$ cat src/rtl/verdict_pkg.sv
// verdict_pkg: FSM states and stream count shared by the verdict collector.
package verdict_pkg;
  localparam int STREAM_CNT = 2;
  typedef enum logic [1:0] {IDLE, EMIT0, EMIT1} fsm_state_t;
endpackage

$ cat src/rtl/verdict_fifo.sv
// verdict_fifo: synchronous FIFO; a push into a full FIFO is accepted when a pop shares the edge.
module verdict_fifo #(
  parameter int W     = 8,
  parameter int DEPTH = 8
) (
  input  logic                     clk,
  input  logic                     rst,
  input  logic                     i_push,
  input  logic [W-1:0]             i_data,
  input  logic                     i_pop,
  output logic [W-1:0]             o_head,
  output logic [$clog2(DEPTH):0]   o_count,
  output logic                     o_full,
  output logic                     o_empty
);
  localparam int AW = $clog2(DEPTH);
  localparam logic [AW:0] CAP = (AW+1)'(DEPTH);
  logic [W-1:0] r_mem [DEPTH];
  logic [AW-1:0] r_wp, r_rp;
  logic [AW:0] r_cnt;
  logic w_wr, w_rd;
  assign o_full  = r_cnt == CAP;
  assign o_empty = r_cnt == '0;
  assign w_rd    = i_pop & ~o_empty;
  assign w_wr    = i_push & (~o_full | w_rd);
  assign o_head  = r_mem[r_rp];
  assign o_count = r_cnt;
  always_ff @(posedge clk) begin
    if (!rst) begin
      r_wp  <= '0;
      r_rp  <= '0;
      r_cnt <= '0;
    end else begin
      r_wp  <= r_wp + AW'(w_wr);
      r_rp  <= r_rp + AW'(w_rd);
      r_cnt <= r_cnt + (AW+1)'(w_wr) - (AW+1)'(w_rd);
    end
  end
  always_ff @(posedge clk) if (w_wr) r_mem[r_wp] <= i_data;
endmodule

$ cat src/rtl/verdict_collector.sv
// verdict_collector: timestamps active monitor output cycles, buffers them, and drains one record per active stream.
module verdict_collector
  import verdict_pkg::*;
#(
  parameter int DATA_W = 64,
  parameter int TS_W   = 32,
  parameter int DEPTH  = 8,
  parameter int DROP_W = 16
) (
  input  logic              clk,
  input  logic              rst,
  input  logic              en,
  input  logic [DATA_W-1:0] output_0,
  input  logic              output_0_aktv,
  input  logic [DATA_W-1:0] output_1,
  input  logic              output_1_aktv,
  output logic              rec_valid,
  input  logic              rec_ready,
  output logic              rec_id,
  output logic [DATA_W-1:0] rec_data,
  output logic [TS_W-1:0]   rec_time,
  output logic              overflow,
  output logic [DROP_W-1:0] drop_count
);
  typedef struct packed {
    logic [TS_W-1:0]       ts;
    logic [STREAM_CNT-1:0] aktv;
    logic [DATA_W-1:0]     out0;
    logic [DATA_W-1:0]     out1;
  } entry_t;
  localparam int CW = $clog2(DEPTH) + 1;
  logic [TS_W-1:0] r_ts;
  entry_t r_cur, w_head, w_in;
  fsm_state_t r_state, w_next;
  logic [CW-1:0] w_count;
  logic [DROP_W-1:0] r_drops;
  logic r_ovf, w_full, w_empty, w_cap, w_pop, w_hs, w_last, w_drop;
  assign w_in   = '{ts: r_ts, aktv: {output_1_aktv, output_0_aktv}, out0: output_0, out1: output_1};
  assign w_cap  = en & (output_0_aktv | output_1_aktv);
  assign w_hs   = rec_valid & rec_ready;
  assign w_last = (r_state == EMIT1) | ((r_state == EMIT0) & ~r_cur.aktv[1]);
  // Loading the next entry on the last handshake keeps one record per cycle across entries.
  assign w_pop  = ~w_empty & ((r_state == IDLE) | (w_hs & w_last));
  assign w_drop = w_cap & w_full & ~w_pop;
  verdict_fifo #(.W($bits(entry_t)), .DEPTH(DEPTH)) u_fifo (
    .clk     (clk),
    .rst     (rst),
    .i_push  (w_cap),
    .i_data  (w_in),
    .i_pop   (w_pop),
    .o_head  (w_head),
    .o_count (w_count),
    .o_full  (w_full),
    .o_empty (w_empty)
  );
  always_comb begin
    w_next = r_state;
    if (w_pop) w_next = w_head.aktv[0] ? EMIT0 : EMIT1;
    else if (w_hs) w_next = ((r_state == EMIT0) && r_cur.aktv[1]) ? EMIT1 : IDLE;
  end
  always_ff @(posedge clk) begin
    if (!rst) begin
      r_ts    <= '0;
      r_state <= IDLE;
      r_cur   <= '0;
      r_ovf   <= 1'b0;
      r_drops <= '0;
    end else begin
      r_ts    <= r_ts + TS_W'(en);
      r_state <= w_next;
      if (w_pop) r_cur <= w_head;
      if (w_drop) r_ovf <= 1'b1;
      if (w_drop && !(&r_drops)) r_drops <= r_drops + DROP_W'(1);
    end
  end
  assign rec_valid  = r_state != IDLE;
  assign rec_id     = r_state == EMIT1;
  assign rec_data   = rec_id ? r_cur.out1 : r_cur.out0;
  assign rec_time   = r_cur.ts;
  assign overflow   = r_ovf;
  assign drop_count = r_drops;
  ap_count: assert property (@(posedge clk) disable iff (!rst)
    (w_full == (w_count == CW'(DEPTH))) && (w_empty == (w_count == '0)));
endmodule
$ cat config.mk
export PLATFORM = sky130hd
export DESIGN_NAME = verdict_collector
export DESIGN_NICKNAME = d
export VERILOG_FILES = /design/src/rtl/verdict_pkg.sv /design/src/rtl/verdict_fifo.sv /design/src/rtl/verdict_collector.sv
export SDC_FILE = /design/constraint.sdc
export NUM_CORES = 1
export LEC_CHECK = 0
export CORE_UTILIZATION = 50
export CTS_CLUSTER_SIZE = 14
export DETAILED_ROUTE_END_ITERATION = 10
export PLACE_DENSITY = 0.68
export SLEW_MARGIN = 15
export SYNTH_ARGS = -nofsm -noshare
export SYNTH_HDL_FRONTEND = slang
export SYNTH_SLANG_ARGS = --single-unit
$ cat constraint.sdc
create_clock -name clk -period 19.12 [get_ports clk]
set_input_delay 3.824 -clock clk [delete_from_list [all_inputs] [get_ports clk]]
set_output_delay 3.824 -clock clk [all_outputs]
set_load 0.02 [all_outputs]
==> results of run 1 <==
-- registers in the layout, indices dropped and copies added (netlist names) --
register        count
r_ts               32
drop_count         16
rec_time           32
u_fifo.o_count      4
r_state             2
overflow            1
u_fifo.r_mem     1296
u_fifo.r_rp         3
r_cur             129
u_fifo.r_wp         3
-- worst register-to-register path, cell delays in order (launching register included) --
cell,delay [ps]
dfxtp_1,300
inv_1,70
ha_1,200
or3b_1,250
o31ai_2,140
a21oi_1,400
nand2b_1,320
nor2_4,920
buf_4,770
buf_4,850
-- area by class of cell --
| class | count | area share, % |
|---|---|---|
| clock buffer | 212 | 6.34 |
| clock inverter | 68 | 0.894 |
| sequential | 1518 | 65.8 |
| tap | 1500 | 2.85 |
| inverter | 10 | 0.0569 |
| antenna | 9 | 0.0341 |
| timing repair buffer | 292 | 4.34 |
| multi-input combinational | 1264 | 19.7 |
-- final timing paths --
path                         endpoint  cells after the start
setup reg to reg  u_fifo.r_mem[6][56]                      9
hold reg to reg              overflow                      2
setup / recovery  u_fifo.r_mem[6][56]                      7
hold / removal               overflow                      2
-- cells by family after synthesis --
logic type                 count (synthesis)  share of synthesized area, %
and+or+nand+nor                          373                          2.99
AOI/OAI and AO/OA                        350                          3.13
xor gates and xnor gates                  40                         0.612
DFF                                     1518                          75.7
adders and majority gates                 12                         0.275
muxes                                    489                          15.6
buffers and inverters                    212                          1.72
-- power by group through the flow --
stage | Sequential (mW) | Combinational (mW) | Clock [mW]
final | 4.01 | 2.06 | 2.84
after global routing | 4.03 | 2.22 | 3.02
after CTS | 4.01 | 2.10 | 2.89
after detailed placement | 4.07 | 2.08 | 0
after global placement | 4.06 | 2.06 | 0
after floorplan | 4.00 | 1.46 | 0
-- stage by stage --
stage	area (sq um)	utilization (%)	hold WS, ps
after floorplan	57300	-	503
after global placement	61200	54.1	456
after detailed placement	61200	54.1	464
after CTS	65900	58.3	477
after global routing	65900	58.3	497
final	65900	58.3	471
-- placed cells by master, fill, tap and decap left out, types with 9 or more instances in the layout --
| cell | instances |
|---|---|
| nand3_1 | 18 |
| clkinv_1 | 25 |
| clkinv_2 | 20 |
| dfxtp_1 | 219 |
| clkbuf_1 | 47 |
| and4_1 | 9 |
| buf_4 | 40 |
| nor2_1 | 50 |
| mux4_2 | 322 |
| mux2i_1 | 167 |
| clkbuf_8 | 11 |
| clkbuf_16 | 154 |
| xor2_1 | 15 |
| clkdlybuf4s50_1 | 247 |
| a21oi_1 | 170 |
| ha_1 | 11 |
| inv_1 | 9 |
| edfxtp_1 | 1296 |
| nand2_1 | 212 |
| nand4_1 | 15 |
| diode_2 | 9 |
| o21ai_0 | 169 |
| xnor2_1 | 25 |
-- per-layer routing --
layer	vias to the layer above	track usage, %
met5	-	0
met4	24	5.89
met3	184	4.28
met2	859	35.8
met1	15000	30.6
li1	12500	-
-- Yosys cell counts (3+ instances only) --
library cell / count / area share, %
edfxtp_1: 1296 / 68
mux4_2: 322 / 13
dfxtp_1: 222 / 7.8
nand2_1: 212 / 1.4
a21oi_1: 170 / 1.5
o21ai_0: 169 / 1.5
mux2i_1: 167 / 2.9
clkbuf_1: 99 / 0.65
nor2_1: 56 / 0.37
buf_2: 43 / 0.38
buf_4: 32 / 0.42
buf_1: 26 / 0.17
xnor2_1: 25 / 0.38
nand3_1: 18 / 0.16
nand4_1: 15 / 0.16
xor2_1: 15 / 0.23
ha_1: 11 / 0.24
inv_1: 10 / 0.066
and4_1: 9 / 0.14
nand2b_1: 9 / 0.098
nor3_1: 9 / 0.079
and2_1: 8 / 0.087
and3_1: 8 / 0.087
nor4_1: 6 / 0.066
or3_1: 5 / 0.055
nor3b_1: 3 / 0.039
==> qor.csv, run 1 <==
stage,metric,value,unit
place,pre-CTS setup slack,10450,ps
sta,relative slew slack,14.0,%
final_layout,register area,43400,sq um
floorplanning,Std-Cell Rows,123,
power_and_ir_drop,Internal,6.36,mW
clock_tree,CTS sink cnt,1518,
global_routing,first-pass GRT wire length,189,mm
clock_tree,"Clk Latency, worst-skew pair",740,ps
floorplanning,die width,340,um
setup_path,crit-path cells,clkdlybuf4s50_1 > o21ai_0 > a21oi_1 > nand2b_1 > nor2_4 > buf_4 > buf_4,
logic_synthesis,Synth cell types,48,
setup_path,Crit Reg-Reg Startpoint,u_fifo.o_count[2],
place,Routability Congestion,0.766,
logic_synthesis,"EDFF count, synth",1296,
global_routing,All-Layer GR Usage,22.0,%
setup_path,crit path DAT,8210,ps
clock_tree,post-CTS sizing,0,
clock_tree,CTS Buffer Depth,3,
drt,DRT met1 WL,53.3,mm
drt,Pre-Repair DR Iteration Count,5,
setup_path,CP dominant cell by count,buf_4,
run,MaxCap Viol Count,0,
setup_path,Setup crit start,output_0_aktv,
sta,fin worst setup slack,11270,ps
setup_path,crit path kind,input port to flop,
logic_synthesis,post-synthesis cell count,2994,
drt,Routed Antenna Nets,0,
setup_path,Worst Path Max Fanout,46,
clock_tree,postcts setup bufs,0,
global_routing,vias in the first global route,29400,
power_and_ir_drop,Max IR drop VDD,162,uV
final_layout,Layout Nets,3384,
clock_tree,Num CTS Buffers,152,
logic_synthesis,synthesized area,57300,sq um
power_and_ir_drop,part of the power in combinational logic,23.2,%
clock_tree,CTS H-tree lvls,4,
place,HPWL after detailed placement,70.1,mm
sta,post-layout min period,7850,ps
sta,final setup fails,0,
final_layout,"non-filler cells, final",4873,
global_routing,initial antenna violation count,24,
sta,Clock Skews,25.5,ps
logic_synthesis,sequential area share after synthesis,75.7,%
final_layout,Filler cells,8230,
drt,drc violations,0,
floorplanning,die area,116000,sq um
logic_synthesis,Post-synth ARST share,0,%
power_and_ir_drop,sw power,2.55,mW
setup_path,Critical Path Max Stage Delay,920,ps
drt,total length of routed met3 wires,7.83,mm
power_and_ir_drop,Clock power frac,31.9,%
final_layout,multi-input logic area,13000,sq um
setup_path,CP startpoint kind,input port,
sta,fin crit share,41.1,%
drt,drt first-iter violations,2430,
final_layout,layout cells sized above 1,17.7,%
setup_path,WP buf/inv,3,
sta,Tightest Pin Transition,1290,ps
power_and_ir_drop,sw frac,28.7,%
power_and_ir_drop,Overall Power,8.91,mW
drt,final WL,126,mm
floorplanning,Initial Util,50.6,%
drt,uppermost layer routed,met5,
sta,final hold violations,0,
logic_synthesis,Yosys reg bits,1518,
floorplanning,# IOs,249,
logic_synthesis,Mapped Nets,3140,
power_and_ir_drop,power share of the sequential group,45.0,%
clock_tree,clock-pin slew of the registers on the worst-case setup and hold paths,60,ps
drt,via count,28500,
clock_tree,Root Driver,clkbuf_16,
hold_path,Worst Hold Class,flop to flop,
place,IO Port Bufs,248,
global_routing,grt ovf,0,
setup_path,Worst setup EP type,flop,
final_layout,synthesis-to-layout area growth,15.1,%
setup_path,CP max stage cell,nor2_4,
clock_tree,CTS tree,done,
logic_synthesis,Mean Syn Cell Area,19.1,sq um
hold_path,HP Start,overflow,
floorplanning,Core Area,113000,sq um
global_routing,pin count of the biggest net entering global routing,167,
sta,TNS Setup,0,ps
floorplanning,chip height,340,um
drt,Via-to-Cell Ratio,5.85,
sta,FMAX,127,MHz
setup_path,CP required,19480,ps
place,dpl cells,4584,
logic_synthesis,ys flop type,edfxtp_1,
outcome,status,completed,
clock_tree,Hold Buf Count CTS,0,
drt,Avg WL per Cell,25.9,um
power_and_ir_drop,PD cells,135,nW/um^2
logic_synthesis,Syn. warnings,0,
setup_path,cell family with most CP delay,buffers and inverters,
sta,Max Slew Vio Count,0,
sta,RSZ-0062 raised after global routing,false,
power_and_ir_drop,P_leak,20.7,nW
setup_path,FF-to-FF setup slack,14490,ps
drt,Met2 Wirelength,62.6,mm
Power figures use the tool's default switching activity.
==> run 2: changes to the inputs <==
clock period = 8.1 ns   (was 19.12 ns; I/O delays follow)
==> run 2 against run 1 <==
Net effect: worst setup slack lost 8600 ps; die area is the same; global-route usage shrank 0.28 points; sequential power grew 140%; critical path depth shrank 1; flip-flop and latch count is the same; critical endpoint is now rec_data[24]; largest cell class unchanged.
==> qor.csv, run 2 (synthesis gave the netlist of run 1 again) <==
stage,metric,value,unit,change
clock_tree,clock-pin slew of the registers on the worst-case setup and hold paths,60,ps,about the same
global_routing,vias in the first global route,29400,,about the same
sta,Clock Skews,25.7,ps,was 25.5 ps
floorplanning,Std-Cell Rows,123,,unchanged
clock_tree,CTS H-tree lvls,4,,unchanged
power_and_ir_drop,power share of the sequential group,44.4,%,was 45.0%
global_routing,first-pass GRT wire length,187,mm,was 189 mm
sta,Max Slew Vio Count,0,,unchanged
floorplanning,Initial Util,50.6,%,unchanged
clock_tree,post-CTS sizing,0,,unchanged
power_and_ir_drop,Max IR drop VDD,407,uV,was 162 uV
setup_path,Reg2Reg Depth,8,,was 9
hold_path,hold depth,2,,unchanged
sta,fin worst setup slack,2620,ps,was 11270 ps
place,HPWL after detailed placement,69.4,mm,was 70.1 mm
setup_path,CP max stage cell,buf_4,,was nor2_4
sta,RSZ-0062 raised after global routing,false,,unchanged
final_layout,"commonest non-fill, non-tap cell in the layout",edfxtp_1,,unchanged
floorplanning,Core Area,113000,sq um,unchanged
sta,final setup fails,0,,unchanged
global_routing,All-Layer GR Usage,21.7,%,was 22.0%
clock_tree,CTS sink cnt,1518,,unchanged
drt,Avg WL per Cell,25.6,um,was 25.9 um
drt,final WL,125,mm,was 126 mm
setup_path,CP required,6480,ps,was 19480 ps
global_routing,grt ovf,0,,unchanged
drt,Via-to-Cell Ratio,5.85,,about the same
place,Routability Congestion,0.794,,was 0.766
place,pre-CTS setup slack,2610,ps,was 10450 ps
floorplanning,chip height,340,um,unchanged
setup_path,WP buf/inv,3,,unchanged
power_and_ir_drop,Internal,15.3,mW,was 6.36 mW
drt,Pre-Repair DR Iteration Count,6,,was 5
run,MaxCap Viol Count,0,,unchanged
sta,post-layout min period,5480,ps,
drt,drc violations,0,,unchanged
drt,drt first-iter violations,2648,,was 2430
power_and_ir_drop,Clock power frac,32.8,%,was 31.9%
setup_path,CP dominant cell by count,nand2_1,,was buf_4
place,IO Port Bufs,248,,unchanged
setup_path,Worst setup EP type,output port,,was flop
hold_path,Worst Hold Class,flop to flop,,unchanged
final_layout,"non-filler cells, final",4880,,was 4873
global_routing,initial antenna violation count,30,,was 24
global_routing,pin count of the biggest net entering global routing,246,,was 167
setup_path,cell family with most CP delay,buffers and inverters,,unchanged
final_layout,synthesis-to-layout area growth,15.9,%,was 15.1%
sta,fin crit share,67.6,%,
drt,Routed Antenna Nets,0,,unchanged
sta,relative slew slack,15.6,%,was 14.0%
clock_tree,CTS Buffer Depth,3,,unchanged
power_and_ir_drop,sw frac,28.2,%,was 28.7%
outcome,status,completed,,unchanged
sta,final hold violations,0,,unchanged
final_layout,Layout Nets,3379,,was 3384
power_and_ir_drop,part of the power in combinational logic,22.8,%,was 23.2%
power_and_ir_drop,PD cells,321,nW/um^2,was 135 nW/um^2
setup_path,capturing point of the worst reg2reg path,u_fifo.r_mem[6][13],,was u_fifo.r_mem[6][56]
final_layout,Largest regs,"u_fifo.r_mem: 1296 flops, r_cur: 129 flops",,unchanged
hold_path,Hold Path Sink,overflow,,unchanged
power_and_ir_drop,P_leak,20.9,nW,was 20.7 nW
clock_tree,postcts setup bufs,0,,unchanged
floorplanning,die width,340,um,unchanged
floorplanning,die area,116000,sq um,unchanged
hold_path,HP Start,overflow,,unchanged
clock_tree,CTS tree,done,,unchanged
setup_path,crit path DAT,3860,ps,was 8210 ps
power_and_ir_drop,sw power,6.01,mW,was 2.55 mW
final_layout,max reg flops,1296,,unchanged
sta,FMAX,183,MHz,
clock_tree,Num CTS Buffers,152,,unchanged
setup_path,Crit Reg-Reg Startpoint,u_fifo.o_count[2],,unchanged
final_layout,layout cells sized above 1,18.0,%,was 17.7%
sta,Hold WS,483,ps,was 471 ps
final_layout,register with the most flip-flops,u_fifo.r_mem,,unchanged
final_layout,most frequent cells in the layout,"1296 x edfxtp_1, 322 x mux4_2, 247 x clkdlybuf4s50_1, 219 x dfxtp_1, 212 x nand2_1",,unchanged
setup_path,Worst Path Max Fanout,49,,was 46
setup_path,CP startpoint kind,flop,,was input port
setup_path,crit-path cells,nand2b_4 > inv_2 > buf_4 > nand2_1 > nand2_1 > clkdlybuf4s50_1,,was clkdlybuf4s50_1 > o21ai_0 > a21oi_1 > nand2b_1 > nor2_4 > buf_4 > buf_4
drt,via count,28500,,about the same
clock_tree,Root Driver,clkbuf_16,,unchanged
setup_path,Critical Path Max Stage Delay,720,ps,was 920 ps
place,dpl cells,4578,,was 4584
setup_path,crit path kind,flop to output port,,was input port to flop
sta,Tightest Pin Transition,1270,ps,was 1290 ps
power_and_ir_drop,Overall Power,21.3,mW,was 8.91 mW
clock_tree,"Clk Latency, worst-skew pair",750,ps,was 740 ps
setup_path,FF-to-FF setup slack,4480,ps,was 14490 ps
sta,TNS Setup,0,ps,unchanged
floorplanning,# IOs,249,,unchanged
clock_tree,Hold Buf Count CTS,0,,unchanged
## run 2: cell count changes in the layout (fill, tap and decap cells not counted), sizes merged
| cell | previous run | this run |
|---|---|---|
| clkinv | 48 | 50 |
| inv | 16 | 14 |
| clkbuf | 212 | 221 |
| buf | 45 | 40 |
| diode | 9 | 16 |
| bufinv | 8 | 9 |
| clkinvlp | 6 | 1 |
## run 2: per-layer routing
metal / wire length, um / GRT usage, % / vias to the layer above
met5: 149 / 0 / -
met4: 2650 / 7.29 / 24
met3: 9270 / 4.87 / 191
met2: 61500 / 35.0 / 1018
met1: 51500 / 29.5 / 14900
li1: - / - / 12400
## run 2: per-stage QoR
step	util, %	instance area (sq um)
6_report	58.7	66400
5_1_grt	58.7	66400
4_1_cts	58.6	66300
3_5_place_dp	54.2	61300
3_3_place_gp	54.2	61300
2_1_floorplan	-	57300
## run 2: worst max path at each step
stage / start / endpoint / slack [ps] / cells after the start
floorplan: rec_ready / u_fifo.r_mem[7][0] / -1820 / 5
global placement: rec_ready / u_fifo.r_mem[2][6] / 2770 / 8
detailed placement: rec_ready / u_fifo.r_mem[6][23] / 2610 / 7
CTS: r_state[1] / rec_data[25] / 2580 / 6
global route: r_state[1] / rec_data[29] / 2450 / 6
finish: r_state[1] / rec_data[24] / 2620 / 6
## run 2: worst min-delay path: cells and delay by family, from the launching register on
| family | cells | cell delay, ps |
|---|---|---|
| DFF | 1 | 330 |
| and+or+nand+nor | 2 | 120 |
## run 2: power by group through the flow
stage / sequential, mW / combinational [mW] / clock, mW
2_1_floorplan: 9.41 / 3.45 / 0
3_3_place_gp: 9.59 / 4.81 / 0
3_5_place_dp: 9.61 / 4.87 / 0
4_1_cts: 9.46 / 4.89 / 7.10
5_1_grt: 9.52 / 5.21 / 7.40
6_report: 9.46 / 4.85 / 6.98
## run 2: area by class of cell
cell class / count / area (sq um)
Fill cell: 8122 / 46700
Antenna cell: 16 / 40.0
Clock inverter: 64 / 592
Inverter: 10 / 37.5
Clock buffer: 221 / 4450
Sequential cell: 1518 / 43400
Multi-Input combinational cell: 1264 / 13000
Timing Repair Buffer: 287 / 2980
Tap cell: 1500 / 1880
